$ cat src/rtl/sipo_deser.sv
// sipo_deser -- serial-in / parallel-out deserializer with a one-word holding
// register and a ready/valid handshake on the parallel side.
//
// Parameters
//   WIDTH      : parallel word width (2..32)
//   LSB_FIRST  : 0 = first received bit ends up in po[WIDTH-1],
//                1 = first received bit ends up in po[0]
//   PARITY_ODD : parity sense for the optional parity bit (0 = even, 1 = odd)
//
// Build option
//   SIPO_PARITY_EN : when defined, every frame carries one extra trailing
//                    parity bit, and the parity_err port is present.
//
// Ports
//   clk        in   rising-edge clock
//   rst        in   asynchronous active-low reset
//   si         in   serial data bit
//   si_vld     in   si is sampled on this edge when high
//   clr        in   synchronous clear (wins over si_vld)
//   po         out  assembled parallel word (registered)
//   po_vld     out  po holds a word the consumer has not taken yet
//   po_rdy     in   consumer takes po when po_vld && po_rdy
//   busy       out  a frame is partially received
//   ovf        out  sticky overrun: a frame finished while po was still full
//   parity_err out  parity status of the word in po (SIPO_PARITY_EN only)

module sipo_deser #(
    parameter int WIDTH      = 4,
    parameter bit LSB_FIRST  = 1'b0,
    parameter bit PARITY_ODD = 1'b0
) (
    input  logic             clk,
    input  logic             rst,
    input  logic             si,
    input  logic             si_vld,
    input  logic             clr,
    output logic [WIDTH-1:0] po,
    output logic             po_vld,
    input  logic             po_rdy,
    output logic             busy,
    output logic             ovf
`ifdef SIPO_PARITY_EN
    ,
    output logic             parity_err
`endif
);

`ifdef SIPO_PARITY_EN
    localparam int PBITS = 1;
`else
    localparam int PBITS = 0;
`endif

    // Bits per frame and the counter that walks through them.
    localparam int              N     = WIDTH + PBITS;
    localparam int              CNT_W = $clog2(N);
    localparam logic [CNT_W-1:0] LAST = CNT_W'(N - 1);

    localparam logic [0:0] IDLE  = 1'b0;
    localparam logic [0:0] SHIFT = 1'b1;

    logic [CNT_W-1:0] cnt;
    logic [WIDTH-1:0] sreg;
    logic [WIDTH-1:0] sreg_nxt;
    logic [WIDTH-1:0] word;
    logic [0:0]       state;
    logic             take;
    logic             last_bit;
    logic             done;
    logic             free;
    logic             shift_en;

    function automatic logic [WIDTH-1:0] shift_in(input logic [WIDTH-1:0] s,
                                                  input logic             b);
        if (LSB_FIRST)
            shift_in = {b, s[WIDTH-1:1]};
        else
            shift_in = {s[WIDTH-2:0], b};
    endfunction

    // The state is fully described by the bit counter: IDLE at a frame
    // boundary, SHIFT while a frame is partially received.
    assign state = (cnt != '0) ? SHIFT : IDLE;
    assign busy  = (state == SHIFT);

    // clr outranks si_vld, so a clear edge never samples a bit.
    assign take     = si_vld & ~clr;
    assign last_bit = (cnt == LAST);
    assign done     = take & last_bit;
    // The holding register may be overwritten when empty, or when the
    // consumer empties it on this very edge.
    assign free     = ~po_vld | po_rdy;
    assign sreg_nxt = shift_in(sreg, si);

`ifdef SIPO_PARITY_EN
    // The trailing parity bit is checked but never shifted into the word,
    // so the data register already holds the full word on the last edge.
    logic perr_nxt;

    assign shift_en = take & ~last_bit;
    assign word     = sreg;
    assign perr_nxt = ((^sreg) ^ si) != PARITY_ODD;
`else
    assign shift_en = take;
    assign word     = sreg_nxt;

    // PARITY_ODD has no effect without the parity bit.
    if (PARITY_ODD) begin : g_parity_odd_unused
    end
`endif

    always_ff @(posedge clk or negedge rst) begin
        if (!rst) begin
            cnt    <= '0;
            sreg   <= '0;
            po     <= '0;
            po_vld <= 1'b0;
            ovf    <= 1'b0;
`ifdef SIPO_PARITY_EN
            parity_err <= 1'b0;
`endif
        end else if (clr) begin
            // po is deliberately kept; only the control state is cleared.
            cnt    <= '0;
            sreg   <= '0;
            po_vld <= 1'b0;
            ovf    <= 1'b0;
`ifdef SIPO_PARITY_EN
            parity_err <= 1'b0;
`endif
        end else begin
            if (take)
                cnt <= last_bit ? '0 : cnt + CNT_W'(1);
            if (shift_en)
                sreg <= sreg_nxt;

            if (done && free) begin
                po     <= word;
                po_vld <= 1'b1;
`ifdef SIPO_PARITY_EN
                parity_err <= perr_nxt;
`endif
            end else if (done) begin
                // Holding register still full: drop the new word.
                ovf <= 1'b1;
            end else if (po_vld && po_rdy) begin
                po_vld <= 1'b0;
            end
        end
    end

endmodule

$ cat config.mk
export PLATFORM = sky130hd
export DESIGN_NAME = sipo_deser
export DESIGN_NICKNAME = d
export VERILOG_FILES = /design/src/rtl/sipo_deser.sv
export SDC_FILE = /design/constraint.sdc
export NUM_CORES = 1
export LEC_CHECK = 0
export CAP_MARGIN = 20
export CORE_AREA = 2 2 39 41
export CTS_CLUSTER_DIAMETER = 150
export CTS_CLUSTER_SIZE = 24
export DETAILED_ROUTE_END_ITERATION = 8
export DIE_AREA = 0 0 41 43
export GPL_TIMING_DRIVEN = 0
export PLACE_DENSITY = 0.66
export SKIP_CTS_REPAIR_TIMING = 1
export SLEW_MARGIN = 0
export SYNTH_ARGS = -nofsm -noshare
export SYNTH_HDL_FRONTEND = slang
export SYNTH_SLANG_ARGS = --single-unit
$ cat constraint.sdc
create_clock -name clk -period 2.6 [get_ports clk]
set_clock_uncertainty 0.1 [all_clocks]
set_input_delay 0.65 -clock clk [delete_from_list [all_inputs] [get_ports clk]]
set_output_delay 0.65 -clock clk [all_outputs]
set_load 0.05 [all_outputs]
==> metrics.md <==
| Metric | Value |
|---|---|
| Status | complete, no violations |
| Min Clock Period, post-route | 2.464 ns |
| Die X | 41 µm |
| Synth Net Count | 47 |
| Fin Setup TNS | 0 ns |
| Synth warnings | 0 |
| Worst-Margin Slew | 0.4911 ns |
| Clock tree buffer depth | 2 |
| Hold path endpoint | ovf$_DFFE_PN0P_ |
| Register bit total from synthesis | 11 |
| Post-synthesis cell count | 39 |
| Top cell type's share of synthesized area | 56.12% |
| Most frequent cells after synthesis | dfrtp_1 (11), nor2_1 (7), mux2_2 (4), mux2i_1 (4), inv_1 (3) |
| Highest metal used | met4 |
| Reported leakage power | 0.3031 nW |
| Routed length on met3 | 36 µm |
| Clock tree sinks | 11 |
| Syn_area_per_cell | 12.58 µm² |
| Initial core utilization | 35.44% |
| Root buf cell | clkbuf_4 |
| Final Cell Area | 636.9 µm² |
| Slew Viols, Final | 0 |
| Sequence of cells on the critical path | inv_1, ha_1, inv_1, clkdlybuf4s50_1 |
| # DRC | 0 |
| Area of the core | 1384 µm² |
| Port bufs | 10 |
| Fillers | 135 |
| DIE AREA | 1763 µm² |
| CP max stage delay | 0.78 ns |
| Via count | 319 |
| RSZ-0062 raised after global routing | false |
| Via density | 4.623 |
| Cell Area, Placed | 610.6 µm² |
| Crit Path Max Fanout | 3 |
| Max transition margin | 67.16% |
| Vias in the first global route | 296 |
| Peak Freq | 405.9 MHz |
| Met2 WL | 352 µm |
| Final ANT Viol Nets | 0 |
| Gpl congestion | 0.6862 |
| Crit-path most repeated cell | inv_1 |
| Seq/Total Area, Yosys | 56.12% |
| Maxcap violations | 0 |
| PwrDens | 593.7 nW/µm² |
| Top-count cell post-synth | dfrtp_1 |
| Final wirelength | 774 µm |
| Critical path type | flip-flop to output pin |
| Post-synth EDFFs | 0 |
| Nets | 62 |
| HPWL Detailed | 565.3 µm |
| Tot GR Track Use | 11.54% |
| Setup crit start kind | flip-flop |
| Reg2Reg Depth | 4 |
| DRT Pass-1 Iters | 2 |
| Met1 wire length | 352 µm |
| Area Overhead vs Synth | 29.85% |
| Ant diodes | 0 |
| Site Rows | 14 |
| Finish-stage setup viols | 0 |
| # IOs | 13 |
| Hold Path Origin | ovf$_DFFE_PN0P_ |
| First-pass GRT wire length | 1.311 mm |
| Reg clk slew, reported paths | 0.07 ns |
| Async SR Flop Fraction | 100.0% |
| Clk_lat worst skew | 0.26 ns |
| R2R Path Start | cnt[0]$_DFFE_PN0P_ |
| CTS tree | built |
| Hold Path Depth | 2 |
| Mapped Area | 490.5 µm² |
| Cells taking the most area after synthesis | dfrtp_1 (56%), mux2_2 (9.2%), mux2i_1 (8.2%) |
| Worst Path Arrival | 1.71 ns |
| Vert. Die Dim | 43 µm |
| Routed WL per cell | 11.22 µm |
| H-tree Lvls | 1 |
| Capture point of the worst reg-to-reg path | po[2]$_DFFE_PN0P_ |
| Worst Setup End Kind | output pin |
| Worst vdd ir | 0.3401 mV |
| Initial antenna violation count | 0 |
| Share of cells above drive strength 1 | 22.64% |
| CTS Buf Count | 3 |
| Netlist cell types | 14 |
| Largest net degree at the start of global routing | 12 |
| Endpoints failing hold | 0 |
| Critical path required time | 1.85 ns |
| Worst reg2reg setup slack | 1.13 ns |
| 1st-iter DRT viols | 4 |
| Hold Crit Class | flip-flop to flip-flop |
| Slowest-stage cell, CP | clkdlybuf4s50_1 |
| Synth Flop Type | dfrtp_1 |
| Fin crit share | 94.75% |
| GR Overflow Total | 0 |
| Area leader, netlist | dfrtp_1 |
-- sequential cells by signal, summed over array words and instances (netlist names) --
register  count
ovf           1
sreg          3
po_vld        1
cnt           2
po            4
-- worst max path at each step --
stage | from | to | slack, ns | depth (start not counted)
after floorplan | cnt[0]$_DFFE_PN0P_ | busy | 0.96 | 3
after global placement | cnt[0]$_DFFE_PN0P_ | busy | 0.43 | 4
after detailed placement | cnt[0]$_DFFE_PN0P_ | busy | 0.41 | 4
after CTS | cnt[0]$_DFFE_PN0P_ | busy | 0.12 | 4
after global routing | cnt[0]$_DFFE_PN0P_ | busy | 0.03 | 4
final | cnt[0]$_DFFE_PN0P_ | busy | 0.14 | 4
-- critical path, delay by kind of cell, from the launching register on --
family	cells	cell delay, ns
buffers and inverters	3	0.89
adder cells (fa/ha/maj)	1	0.18
flip-flops	1	0.38
-- layout by cell type, fill, tap and decap left out --
master            n
inv_1             3
dfrtp_1          11
a21oi_1           1
nor2b_2           1
nor2_1            7
ha_1              2
buf_6             1
nor3_4            1
clkbuf_1          1
clkbuf_4          3
mux2_2            4
xnor2_1           1
a31oi_1           1
nand2_2           1
mux2i_1           4
clkdlybuf4s50_1  10
buf_2             1
-- where the power goes --
group          internal, W  switching (W)
clock            0.0000592      0.0000543
sequential        0.000181     0.00000635
combinational    0.0000306      0.0000468
-- per-layer routing --
layer / GRT usage (%) / vias up
met5: 0 / -
met4: 12.00 / 0
met3: 1.571 / 4
met2: 14.37 / 10
met1: 15.65 / 151
li1: - / 154
-- cell families (layout without fill, tap and decap cells) --
logic type / after synthesis / count (layout) / synth area share (%)
flip-flops: 11 / 11 / 56.12
AND/OR/NAND/NOR: 10 / 10 / 11.74
multiplexers: 8 / 8 / 17.35
buffers and inverters: 5 / 19 / 5.611
adder cells (fa/ha/maj): 2 / 2 / 5.101
AO/OA/AOI/OAI: 2 / 2 / 2.296
XOR/XNOR: 1 / 1 / 1.786
-- through the flow --
step / power, W / setup WS [ns] / cells / hold WS (ns) / utilization [%]
after floorplan: 0.0002406 / 0.9589 / 39 / 0.2544 / -
after global placement: 0.0002674 / 0.4250 / 65 / 0.3875 / 44.12
after detailed placement: 0.0002685 / 0.4108 / 65 / 0.3908 / 44.12
after CTS: 0.0003833 / 0.1211 / 69 / 0.4092 / 46.02
after global routing: 0.0003992 / 0.03384 / 69 / 0.4257 / 46.02
final: 0.0003781 / 0.1364 / 69 / 0.4003 / 46.02
-- final cells by class --
class / count / area (µm²) / share of cell area (%)
repair buffers: 10 / 100.1 / 15.72
plain buffers: 2 / 16.27 / 2.554
clock buffers: 4 / 26.28 / 4.126
flip-flops and latches: 11 / 275.3 / 43.22
inverters: 3 / 11.26 / 1.768
multi-input cells: 23 / 187.7 / 29.47
well taps: 16 / 20.02 / 3.143
Note: power is estimated with default switching activity, not from simulation.
